==> config.mk <==
export PLATFORM = sky130hd
export DESIGN_NAME = dcache_ctrl
export DESIGN_NICKNAME = d
export VERILOG_FILES = /design/src/rtl/dcache_ctrl_pkg.sv /design/src/rtl/dcache_line_cnt.sv /design/src/rtl/dcache_ctrl.sv
export SDC_FILE = /design/constraint.sdc
export NUM_CORES = 1
export LEC_CHECK = 0
export ABC_AREA = 1
export CAP_MARGIN = 30
export CORE_MARGIN = 4
export CORE_UTILIZATION = 29
export CTS_CLUSTER_DIAMETER = 60
export DETAILED_ROUTE_END_ITERATION = 8
export PLACE_DENSITY = 0.76
export SLEW_MARGIN = 20
export SYNTH_ARGS = -nofsm -noshare
export SYNTH_HDL_FRONTEND = slang
export SYNTH_SLANG_ARGS = --single-unit
export TNS_END_PERCENT = 50
==> constraint.sdc <==
create_clock -name CLK -period 1.38 [get_ports CLK]
set_input_delay 0.138 -clock CLK [delete_from_list [all_inputs] [get_ports CLK]]
set_output_delay 0.138 -clock CLK [all_outputs]
set_load 0.005 [all_outputs]
==> src/rtl/dcache_ctrl_pkg.sv <==
// Shared data-cache types: controller state encoding and the default
// address split used by the cache controller and its environment.
package dcache_ctrl_pkg;

    typedef enum logic [2:0] {
        IDLE,
        WB,
        FETCH,
        FLUSH_SCAN,
        FLUSH_WB,
        DONE
    } dctrl_state_t;

    localparam int unsigned DC_WORDS  = 2;
    localparam int unsigned DC_SETS   = 8;
    localparam int unsigned DC_WAYS   = 2;
    localparam int unsigned DC_WORD_W = $clog2(DC_WORDS);
    localparam int unsigned DC_IDX_W  = $clog2(DC_SETS);
    localparam int unsigned DC_WAY_W  = (DC_WAYS > 1) ? $clog2(DC_WAYS) : 1;
    localparam int unsigned DC_TAG_W  = 32 - 2 - DC_WORD_W - DC_IDX_W;

    typedef struct packed {
        logic [DC_TAG_W-1:0]  tag;
        logic [DC_IDX_W-1:0]  idx;
        logic [DC_WORD_W-1:0] word;
        logic [1:0]           byte_off;
    } dcache_addr_t;

endpackage

==> src/rtl/dcache_line_cnt.sv <==
// Word / set / way counters used by the cache controller for block
// transfers and the flush scan.
module dcache_line_cnt
    import dcache_ctrl_pkg::*;
#(
    parameter int unsigned WORDS = DC_WORDS,
    parameter int unsigned SETS  = DC_SETS,
    parameter int unsigned WAYS  = DC_WAYS,
    localparam int unsigned WORD_W = $clog2(WORDS),
    localparam int unsigned IDX_W  = $clog2(SETS),
    localparam int unsigned WAY_W  = (WAYS > 1) ? $clog2(WAYS) : 1
) (
    input  logic              CLK,
    input  logic              RST,
    input  logic              word_clr,
    input  logic              word_inc,
    input  logic              line_clr,
    input  logic              line_inc,
    output logic [WORD_W-1:0] wcnt,
    output logic [IDX_W-1:0]  scnt,
    output logic [WAY_W-1:0]  way_cnt,
    output logic              last_word,
    output logic              last_line
);

    logic last_way;

    assign last_word = (wcnt == WORD_W'(WORDS - 1));
    assign last_way  = (way_cnt == WAY_W'(WAYS - 1));
    assign last_line = last_way && (scnt == IDX_W'(SETS - 1));

    // Word counter wraps naturally at WORDS.
    always_ff @(posedge CLK) begin
        if (RST || word_clr) begin
            wcnt <= '0;
        end else if (word_inc) begin
            wcnt <= wcnt + WORD_W'(1);
        end
    end

    // Line counter saturates at the last line; the scan exits to DONE there.
    always_ff @(posedge CLK) begin
        if (RST || line_clr) begin
            scnt    <= '0;
            way_cnt <= '0;
        end else if (line_inc && !last_line) begin
            if (last_way) begin
                way_cnt <= '0;
                scnt    <= scnt + IDX_W'(1);
            end else begin
                way_cnt <= way_cnt + WAY_W'(1);
            end
        end
    end

endmodule

==> src/rtl/dcache_ctrl.sv <==
// Data cache sequencing FSM: hit service, dirty write-back, block fill
// and halt-time flush of every dirty line.
module dcache_ctrl
    import dcache_ctrl_pkg::*;
#(
    parameter int unsigned WORDS = DC_WORDS,
    parameter int unsigned SETS  = DC_SETS,
    parameter int unsigned WAYS  = DC_WAYS,
    localparam int unsigned WORD_W = $clog2(WORDS),
    localparam int unsigned IDX_W  = $clog2(SETS),
    localparam int unsigned WAY_W  = (WAYS > 1) ? $clog2(WAYS) : 1,
    localparam int unsigned TAG_W  = 32 - 2 - WORD_W - IDX_W
) (
    input  logic              CLK,
    input  logic              RST,
    input  logic              halt,
    input  logic              dmemREN,
    input  logic              dmemWEN,
    input  logic [31:0]       dmemaddr,
    output logic              dhit,
    output logic              flushed,
    input  logic              hit,
    input  logic [WAY_W-1:0]  hit_way,
    input  logic [WAY_W-1:0]  victim_way,
    input  logic              line_dirty,
    input  logic [TAG_W-1:0]  line_tag,
    input  logic [31:0]       line_word,
    output logic [IDX_W-1:0]  sram_idx,
    output logic [WAY_W-1:0]  sram_way,
    output logic [WORD_W-1:0] sram_word,
    output logic              sramWEN,
    output logic              fill_sel,
    output logic              set_dirty,
    output logic              fill_done,
    output logic              clr_dirty,
    output logic              lru_touch,
    output logic              dREN,
    output logic              dWEN,
    output logic [31:0]       daddr,
    output logic [31:0]       dstore,
    input  logic              dwait,
    input  logic [31:0]       dload
);

    dctrl_state_t state_q, state_d;

    logic [TAG_W-1:0]  req_tag_q;
    logic [IDX_W-1:0]  req_idx_q;
    logic [WAY_W-1:0]  vic_q;
    logic              miss_latch;

    logic [WORD_W-1:0] req_word;
    logic [IDX_W-1:0]  req_idx;
    logic [TAG_W-1:0]  req_tag;
    logic              req;

    logic              word_clr, word_inc, line_clr, line_inc;
    logic [WORD_W-1:0] wcnt;
    logic [IDX_W-1:0]  scnt;
    logic [WAY_W-1:0]  way_cnt;
    logic              last_word, last_line;

    // Byte offset and fill data are consumed by the datapath/SRAM, not here.
    logic              pass_unused;
    assign pass_unused = ^{dload, dmemaddr[1:0]};

    assign req_word = dmemaddr[2 +: WORD_W];
    assign req_idx  = dmemaddr[2 + WORD_W +: IDX_W];
    assign req_tag  = dmemaddr[31 -: TAG_W];
    assign req      = dmemREN || dmemWEN;
    assign dstore   = line_word;

    dcache_line_cnt #(
        .WORDS (WORDS),
        .SETS  (SETS),
        .WAYS  (WAYS)
    ) u_cnt (
        .CLK       (CLK),
        .RST       (RST),
        .word_clr  (word_clr),
        .word_inc  (word_inc),
        .line_clr  (line_clr),
        .line_inc  (line_inc),
        .wcnt      (wcnt),
        .scnt      (scnt),
        .way_cnt   (way_cnt),
        .last_word (last_word),
        .last_line (last_line)
    );

    always_ff @(posedge CLK) begin
        if (RST) begin
            state_q   <= IDLE;
            req_tag_q <= '0;
            req_idx_q <= '0;
            vic_q     <= '0;
        end else begin
            state_q <= state_d;
            if (miss_latch) begin
                req_tag_q <= req_tag;
                req_idx_q <= req_idx;
                vic_q     <= victim_way;
            end
        end
    end

    always_comb begin
        state_d    = state_q;
        dhit       = 1'b0;
        flushed    = 1'b0;
        lru_touch  = 1'b0;
        sramWEN    = 1'b0;
        fill_sel   = 1'b0;
        set_dirty  = 1'b0;
        fill_done  = 1'b0;
        clr_dirty  = 1'b0;
        dREN       = 1'b0;
        dWEN       = 1'b0;
        daddr      = '0;
        sram_idx   = req_idx_q;
        sram_way   = vic_q;
        sram_word  = wcnt;
        word_clr   = 1'b0;
        word_inc   = 1'b0;
        line_clr   = 1'b0;
        line_inc   = 1'b0;
        miss_latch = 1'b0;

        unique case (state_q)
            IDLE: begin
                sram_idx  = req_idx;
                sram_word = req_word;
                sram_way  = hit ? hit_way : victim_way;
                if (halt) begin
                    line_clr = 1'b1;
                    state_d  = FLUSH_SCAN;
                end else if (req) begin
                    if (hit) begin
                        dhit      = 1'b1;
                        lru_touch = 1'b1;
                        if (dmemWEN) begin
                            sramWEN   = 1'b1;
                            set_dirty = 1'b1;
                        end
                    end else begin
                        miss_latch = 1'b1;
                        word_clr   = 1'b1;
                        state_d    = line_dirty ? WB : FETCH;
                    end
                end
            end
            WB: begin
                dWEN  = 1'b1;
                daddr = {line_tag, req_idx_q, wcnt, 2'b00};
                if (!dwait) begin
                    word_inc = 1'b1;
                    if (last_word) state_d = FETCH;
                end
            end
            FETCH: begin
                dREN  = 1'b1;
                daddr = {req_tag_q, req_idx_q, wcnt, 2'b00};
                if (!dwait) begin
                    sramWEN  = 1'b1;
                    fill_sel = 1'b1;
                    word_inc = 1'b1;
                    if (last_word) begin
                        fill_done = 1'b1;
                        state_d   = IDLE;
                    end
                end
            end
            FLUSH_SCAN: begin
                sram_idx = scnt;
                sram_way = way_cnt;
                if (line_dirty) begin
                    word_clr = 1'b1;
                    state_d  = FLUSH_WB;
                end else if (last_line) begin
                    state_d = DONE;
                end else begin
                    line_inc = 1'b1;
                end
            end
            FLUSH_WB: begin
                sram_idx = scnt;
                sram_way = way_cnt;
                dWEN     = 1'b1;
                daddr    = {line_tag, scnt, wcnt, 2'b00};
                if (!dwait) begin
                    word_inc = 1'b1;
                    if (last_word) begin
                        clr_dirty = 1'b1;
                        if (last_line) begin
                            state_d = DONE;
                        end else begin
                            line_inc = 1'b1;
                            state_d  = FLUSH_SCAN;
                        end
                    end
                end
            end
            DONE: begin
                flushed = 1'b1;
            end
            default: state_d = IDLE;
        endcase
    end

endmodule
# Word-level counts from Yosys, hierarchy flattened
# Index checks and enable logic that the tools add are counted.
dict set report word_totals {
  register_bits 38
  input_bits 132
  output_inout_bits 79
  elab_cells 91
}
dict set report op_classes {
  addsub 3
  eq_ne 15
  mux 53
  bitwise 1
  n_reduce_logical 12
}
# operator n
set ops {}
lappend ops {{one-hot mux 32 bit (3 select lines)} 1}
lappend ops {{two-way mux 3 bit} 12}
lappend ops {{two-way mux 1 bit} 33}
lappend ops {{one-hot mux 3 bit (6 select lines)} 1}
lappend ops {{AND reduction 10 bit} 1}
lappend ops {{equality test 3 bit (second input constant)} 3}
lappend ops {{one-hot mux 1 bit (2 select lines)} 4}
lappend ops {{equality test 3 x 2 -> 1 bit (second input constant)} 2}
lappend ops {{inequality test 2 x 1 -> 1 bit (second input constant)} 3}
lappend ops {{inequality test 2 bit (second input constant)} 3}
lappend ops {{inequality test 3 bit (second input constant)} 2}
lappend ops {{one-hot mux 3 bit (2 select lines)} 1}
lappend ops {{OR reduction 2 bit} 2}
lappend ops {{adder 3 x 1 -> 3 bit (second input constant)} 1}
lappend ops {{equality test 3 x 1 -> 1 bit (second input constant)} 1}
lappend ops {{logical NOT 3 bit} 1}
lappend ops {{logical OR 1 bit} 3}
lappend ops {{inequality test 3 x 2 -> 1 bit (second input constant)} 1}
lappend ops {{OR reduction 3 bit} 1}
lappend ops {{adder 1 bit (second input constant)} 2}
lappend ops {{logical AND 1 bit} 2}
lappend ops {{two-way mux 2 bit} 1}
lappend ops {{AND reduction 2 bit} 1}
lappend ops {{logical NOT 1 bit} 1}
lappend ops {{NOT 1 bit} 1}

# Depth between registers and ports, before layout
# Gate-level depths: netlist (run 1).
dict set report depth {
  ltp_word 8
  depth_mapped 10
  ltp_nobuf 10
}

# Hierarchy
# From an unflattened synthesis (run 1), not the netlist that was laid out.
dict set report hier_totals {
  cells_unflattened 340
  area_unflattened_um2 2358.5
}
# mod n_inst cells_per_inst area_each_um2 seq_area_each_um2
set by_module_without_submodules {}
lappend by_module_without_submodules {dcache_ctrl 1 303 2093.3 660.6}
lappend by_module_without_submodules {dcache_line_cnt 1 37 265.3 100.1}

# Worst setup path before layout (run 1)
# Ideal clock, no wire load.
dict set report synth_path {
  path_kind {register to output}
  startpoint {reg state_q[0]}
  endpoint {out lru_touch}
  arrival_time_ns 1.248
  required_ns 1.242
  slack_ns -0.006
  stages_incl_launch_ff 7
  cell_sequence {dfxtp_1 -> nor2_4 -> nand2_1 -> inv_1 -> nand3_1 -> nor2_1 -> buf_4}
}
dict set report synth_between {
  elab_chain_len 2
}
# item line
set synth_lines {}
lappend synth_lines {{from (decl)} dcache_ctrl.sv:45} ;# dctrl_state_t state_q, state_d;
lappend synth_lines {{from (signal assigned)} dcache_ctrl.sv:98} ;# state_q <= state_d;
lappend synth_lines {{logical NOT 3 bit} -}
lappend synth_lines {{two-way mux 1 bit} -}
lappend synth_lines {{to (decl)} dcache_ctrl.sv:36} ;# output logic lru_touch,
# No other way between the ends.

# Worst setup path in the final report (run 1)
dict set report layout_path {
  startpoint {reg state_q[2]}
  endpoint {out daddr[20]}
}
dict set report layout_between {
  elab_chain_len 2
}
# item line
set layout_lines {}
lappend layout_lines {{equality test 3 bit, or another cell as far along} dcache_ctrl.sv:129} ;# unique case (state_q)
lappend layout_lines {{one-hot mux 32 bit (3 select lines) *} dcache_ctrl.sv:129}
lappend layout_lines {{to (decl)} dcache_ctrl.sv:39} ;# output logic [31:0] daddr,
# Mark *: on every way between the ends. The rest lies on a longest branch, timed or not.

==> results.yml, run 1 <==
logic_synthesis:
  synth_edf_count: 0
  synthArstFlopShare_pct: 0
  ys_types: 34
  netlist.top_cell.by_area: "dfxtp_1"
  ys_warn_count: 0
  synth.top_cell.area_share_pct: 32.2
  synthFlopType: "dfxtp_1"
  synth_seq_area_share_pct: 32.2
  synth_top_family_by_area: "simple AND/OR/NAND/NOR gates"
  synth-compound-area-share_pct: 21.8
  synthMuxAreaShare_pct: 0
  synth_area_leaders: "dfxtp_1 32%, nor2_1 13%, buf_4 12%"
  yosys.area_share.simple_pct: 26.8
  synth_fa_ha_area_share_pct: 1.06
  synth_xor_area_share_pct: 0
  yosysMostFrequentCell: "nor2_1"
  avgSynthCellArea_um2: 7.33
  synth_common_cells: "79 x nor2_1, 38 x dfxtp_1, 37 x buf_4"
  syn-instance-count: 323
  netlist_area_um2: 2370
  ys_ff_latch: 38
cts:
  cts-root-buf: "clkbuf_8"
  cts.sinks: 38
  clkLatencyLatePin_ps: 280
  cts.clk_slew.worst_paths_ps: 70
  cts_tree: "done"
  postCtsHoldBufs: 0
  cts_buffers: 5
  cts_buffer_depth: 2
  cts_max_level: 2
timing:
  finClkSkew_ps: 4.62
  hold_violations: 0
  setup_slack_ps: -338
  setup_viol: 83
  fmax_ghz: 0.582
  finalMaxSlewViolations: 0
  min_period_ps: 1720
  fin_hold_ws_ps: 276
  timing.final.crit_share_pct: 124
  rsz0062_at_grt: "yes"
worst_setup_path:
  critPathCapture: "daddr[20]"
  cp.arrival_ps: 1580
  r2r_cells: 10
  worst_setup_path_start_kind: "flop"
  crit_type: "reg -> out"
  cp_max_fo: 5
  r2r_start: "state_q[1]"
  r2r_slack_ps: -240
  cp-startpoint: "state_q[2]"
  required_ps: 1240
  end_kind: "output port"
  r2r_end: "req_tag_q[15]"
placement:
  post-place-ws_ps: -416
  place_inst: 531
  hpwl_um: 5640
  dpl-instance-area_um2: 3630
  numPortBuffers: 110
  gp_congestion: 0.894
run:
  maxCapViolCount: 0
die:
  die_x_um: 98.3
  dieHeight_um: 98.3
  core.rowCount: 32
  initial_core_util_pct: 30.1
  die_area_um2: 9670
  core_area_um2: 7850
  ios: 211
grt:
  first_global_vias: 2758
  grt_pass1_wl_um: 12900
  antenna_found_initial: 0
  gr-total-overflow: 0
  grt_start_max_net_pins: 23
  track_usage_pct: 16.2
worst_hold_path:
  min_path_type: "in -> out"
drt:
  routedWlPerCell_um: 15.8
  vias: 2780
  routed_wl_um: 8920
  drc_errors: 0
  ant_nets: 0
  drt-initial-drc-count: 99
  drt_first_pass_iters: 4
  vias_per_cell: 4.93
run_status:
  status: "finished, violations left"
  violations: "negative setup slack"
layout:
  diodes: 0
  postLayoutCellArea_um2: 4150
  fin_nets: 595
  fill_cells: 725
  layout.cells.non_filler: 564
  synthToLayoutAreaGrowth_pct: 75.4
  drive_gt1_share_pct: 39.0
pwr:
  p_leak_nw: 1.91
  power.density_nw_per_um2: 1580
  ir_worst_vdd_uv: 597
state kept, by name (all words and copies together), names as in the netlist:
name	count
req_idx_q	3
u_cnt.last_word	1
req_tag_q	26
vic_q	1
u_cnt.scnt	3
state_q	3
u_cnt.way_cnt	1
kinds of logic (layout without fill, tap and decap cells):
group           after synthesis  after routing
simple gates                134            134
compound gates               78             78
buf+inv                      70            208
flops                        38             38
fa+ha+maj                     2              2
other cells                   1              2
layout by cell type (no fill, tap or decap), types with 7 or more instances in the layout:
| cell | synthesis | routed |
|---|---|---|
| nand4_1 | 7 | 7 |
| buf_6 | 2 | 26 |
| buf_2 | 5 | 42 |
| buf_12 | 0 | 7 |
| buf_4 | 37 | 32 |
| inv_1 | 19 | 17 |
| o21ai_0 | 34 | 28 |
| nand2_1 | 26 | 22 |
| nor2_1 | 79 | 56 |
| o21ai_1 | 5 | 10 |
| a22o_1 | 26 | 26 |
| nor2_2 | 2 | 20 |
| dfxtp_1 | 38 | 35 |
| nor2_4 | 2 | 7 |
| clkdlybuf4s50_1 | 0 | 65 |
power by group:
| group | switching (mW) | internal (mW) | total, mW | leakage (nW) |
|---|---|---|---|---|
| Clock | 0.391 | 0.532 | 0.923 | 0.0579 |
| Sequential | 0.150 | 1.31 | 1.46 | 0.312 |
| Combinational | 1.87 | 2.29 | 4.17 | 1.54 |
| Total | 2.42 | 4.13 | 6.54 | 1.91 |
layer usage:
| metal | global-route usage, % | part of all wire [%] |
|---|---|---|
| met4 | 5.99 | 2.5 |
| met2 | 28.3 | 49 |
| met3 | 3.93 | 7.4 |
| met5 | 0 | 0 |
| met1 | 19.1 | 41 |
critical path, cell delays in order, from the launching register on:
cell and delay, ps:
dfxtp_4 400, inv_6 50, buf_6 110, nand3b_4 100, nand2_8 70, buf_12 140, buf_16 120, a22o_1 180
buf_2 120
how the worst min path moves through the flow:
stage                     cells after the start         end  slack (ps)          start
final                                         0   dstore[0]         280   line_word[0]
after global routing                          0  dstore[22]         280  line_word[22]
after CTS                                     0  dstore[17]         280  line_word[17]
after detailed placement                      0  dstore[17]         280  line_word[17]
after global placement                        0  dstore[17]         280  line_word[17]
after floorplan                               1  state_q[1]         210            RST
final cells by class:
| class | count | area, um^2 | share of cell area, % |
|---|---|---|---|
| tap | 102 | 128 | 3.08 |
| sequential | 38 | 772 | 18.6 |
| multi-input combinational | 216 | 1370 | 33.0 |
| clock inverter | 3 | 40.0 | 0.965 |
| inverter | 22 | 95.1 | 2.29 |
| timing repair buffer | 178 | 1680 | 40.4 |
| clock buffer | 5 | 68.8 | 1.66 |
metrics by stage:
step	util [%]	power, mW	setup TNS [ps]
after floorplan	-	2.92	0
after global placement	46.2	4.48	-18790
after detailed placement	46.2	4.53	-20980
after CTS	50.6	6.22	-15470
after global routing	52.9	6.91	-24090
final	52.9	6.54	-19150
what timing repair did:
action	in CTS	in global routing
pin swaps	20	17
cloned	3	2
gates resized for setup	242	34
endpoints found under the setup margin	79	83
setup buffers	16	5
endpoints found under the hold margin	0	0
Power figures use the tool's default switching activity.
==> run 2: changes to the inputs <==
--- a/config.mk
+++ b/config.mk
@@ -7,7 +7,7 @@
 export LEC_CHECK = 0
 export ABC_AREA = 1
 export CAP_MARGIN = 30
-export CORE_MARGIN = 4
+export CORE_MARGIN = 2
 export CORE_UTILIZATION = 29
 export CTS_CLUSTER_DIAMETER = 60
 export DETAILED_ROUTE_END_ITERATION = 8
==> run 2 against run 1 <==
Net effect: the flow still finishes with violations (negative setup slack); final area fell by 1.8%; critical path type unchanged; global-route usage rose by 2.1 points; highest routed layer unchanged; largest power group unchanged; worst setup slack got worse by 60 ps; clock power fell by 14%; clock-buffer cell count rose by 2.
==> results.yml, run 2 (same netlist as run 1, synthesis figures left out) <==
run_status:
  status: "finished, violations left"
  violations: "negative setup slack"
worst_setup_path:
  crit_type: "reg -> out"
  r2r_slack_ps: -250
  cp_slowest_stage_delay_ps: 390
  crit_chain: "inv_4 -> buf_12 -> nand2_8 -> inv_8 -> buf_6 -> buf_6 -> a22oi_2 -> o21ai_1 -> buf_2"
  r2r_cells: 11
  end_kind: "output port"
  worst_setup_path_start_kind: "flop"
  crit_buf_inv: 6
  cp.depth: 9
  required_ps: 1240
  cpMostUsedCell: "buf_6"
  r2r_start: "state_q[1]"
  cp.arrival_ps: 1640
  cp-startpoint: "state_q[2]"
  r2r_end: "state_q[1]"
  critPathCapture: "sram_idx[2]"
  crit_family: "buffers and inverters"
  cp_max_fo: 4
  worst_path_max_delay_cell: "dfxtp_4"
drt:
  routed_wl_um: 8130
  drc_errors: 0
  vias: 2705
  drt_first_pass_iters: 4
  ant_nets: 0
  drt-initial-drc-count: 115
  vias_per_cell: 4.82
  routedWlPerCell_um: 14.5
pwr:
  net-switching-power_mw: 2.37
  comb_power_share_pct: 63.9
  ir_worst_vdd_uv: 564
  netSwitchingFraction_pct: 37.9
  p_seq_share_pct: 23.4
  finalPower_mw: 6.24
  p_clk_share_pct: 12.7
  p_leak_nw: 1.88
  power.density_nw_per_um2: 1530
  internal_power_mw: 3.87
layout:
  final_common_cell: "clkdlybuf4s50_1"
  diodes: 0
  fill_cells: 702
  postLayoutCellArea_um2: 4070
  synthToLayoutAreaGrowth_pct: 72.2
  final_cell_mix: "65 x clkdlybuf4s50_1, 51 x nor2_1, 43 x buf_2"
  drive_gt1_share_pct: 39.9
  largest_reg_flops: 26
  regMostFlops: "req_tag_q"
  fin_nets: 592
  layout.cells.non_filler: 561
die:
  die_x_um: 94.3
  dieHeight_um: 94.3
  initial_core_util_pct: 30.3
  core.rowCount: 32
  ios: 211
  core_area_um2: 7810
  die_area_um2: 8900
timing:
  timing.final.crit_share_pct: 129
  rsz0062_at_grt: "yes"
  min_period_ps: 1780
  finalMaxSlewViolations: 0
  hold_violations: 0
  fmax_ghz: 0.562
  setup_viol: 83
  setup_slack_ps: -398
  finClkSkew_ps: 4.46
worst_hold_path:
  min-delay-start: "line_word[16]"
  min_path_type: "in -> out"
run:
  maxCapViolCount: 0
grt:
  antenna_found_initial: 0
  track_usage_pct: 18.3
  grt_pass1_wl_um: 13000
  first_global_vias: 2805
  gr-total-overflow: 0
  grt_start_max_net_pins: 26
cts:
  postCtsHoldBufs: 0
  cts.sinks: 38
  clkLatencyLatePin_ps: 280
  cts_tree: "done"
  cts.clk_slew.worst_paths_ps: 80
  cts_buffer_depth: 2
  cts_buffers: 5
  cts-root-buf: "clkbuf_8"
  cts_max_level: 2
placement:
  gp_congestion: 0.840
  place_inst: 531
  numPortBuffers: 110
  dpl-instance-area_um2: 3650
  hpwl_um: 5660
==> run 2: cell count changes in the layout (fill, tap and decap cells not counted), moves of 3 or more <==
cell     before  now
buf_8         0    4
nor2_2       20   27
buf_16        3    0
nor2_1       56   51
buf_6        26   15
buf_4        32   38
o21ai_2       0    3
==> run 2: worst min-delay path by stage <==
stage	end	slack, ps	cells past startpoint
after global routing	dstore[22]	280	0
after CTS	dstore[14]	280	0
after detailed placement	dstore[14]	280	0
final	dstore[16]	280	0
after floorplan	state_q[1]	210	1
after global placement	dstore[14]	280	0
==> run 2: metrics by stage <==
step	TNS, ps	setup slack (ps)	utilization [%]	hold slack, ps
after CTS	-16620	-375	51.0	276
after detailed placement	-23200	-475	46.8	276
after global placement	-21670	-366	46.8	276
after global routing	-22730	-463	52.2	276
final	-16810	-398	52.2	276
after floorplan	0	40.1	-	207
==> run 2: cell type report <==
| cell class | instances | area (um^2) | area share [%] |
|---|---|---|---|
| tap | 102 | 128 | 3.13 |
| sequential | 38 | 772 | 18.9 |
| timing repair buffer | 175 | 1590 | 38.9 |
| clock buffer | 7 | 86.3 | 2.12 |
| inverter | 22 | 97.6 | 2.40 |
| clock inverter | 1 | 5.00 | 0.123 |
| multi-input combinational | 216 | 1400 | 34.3 |
==> run 2: power by group through the flow <==
stage | clock [mW] | combinational (mW) | sequential, mW
2_1_floorplan | 0 | 1.49 | 1.44
3_3_place_gp | 0 | 3.08 | 1.44
3_5_place_dp | 0 | 3.13 | 1.44
4_1_cts | 0.808 | 3.86 | 1.45
5_1_grt | 0.858 | 4.31 | 1.49
6_report | 0.790 | 3.99 | 1.46
==> run 2: worst reg2reg max path, stage by stage, from the launching register on <==
cell      delay [ps]
dfxtp_4          370
buf_6            120
nand3b_4         180
buf_6            140
buf_6            110
buf_6            110
buf_4            130
nand3_4           60
nand2_4           70
nand2_2           70
nand2_2           50
a21oi_2          140
==> run 2: what timing repair did <==
item / in CTS / in global routing
resized for setup: 235 / 46
endpoints found under the setup margin: 79 / 83
pin swaps: 23 / 21
buffers inserted: 15 / 7
cloned: 3 / 1
==> run 2: metal layers <==
metal	vias up	share of wire, %	GRT usage, %	wire [um]
li1	1314	-	-	-
met5	-	0	0	0
met1	1245	39	20.5	3180
met3	25	7.5	4.33	608
met4	0	2.6	7.00	210
met2	121	51	33.5	4130
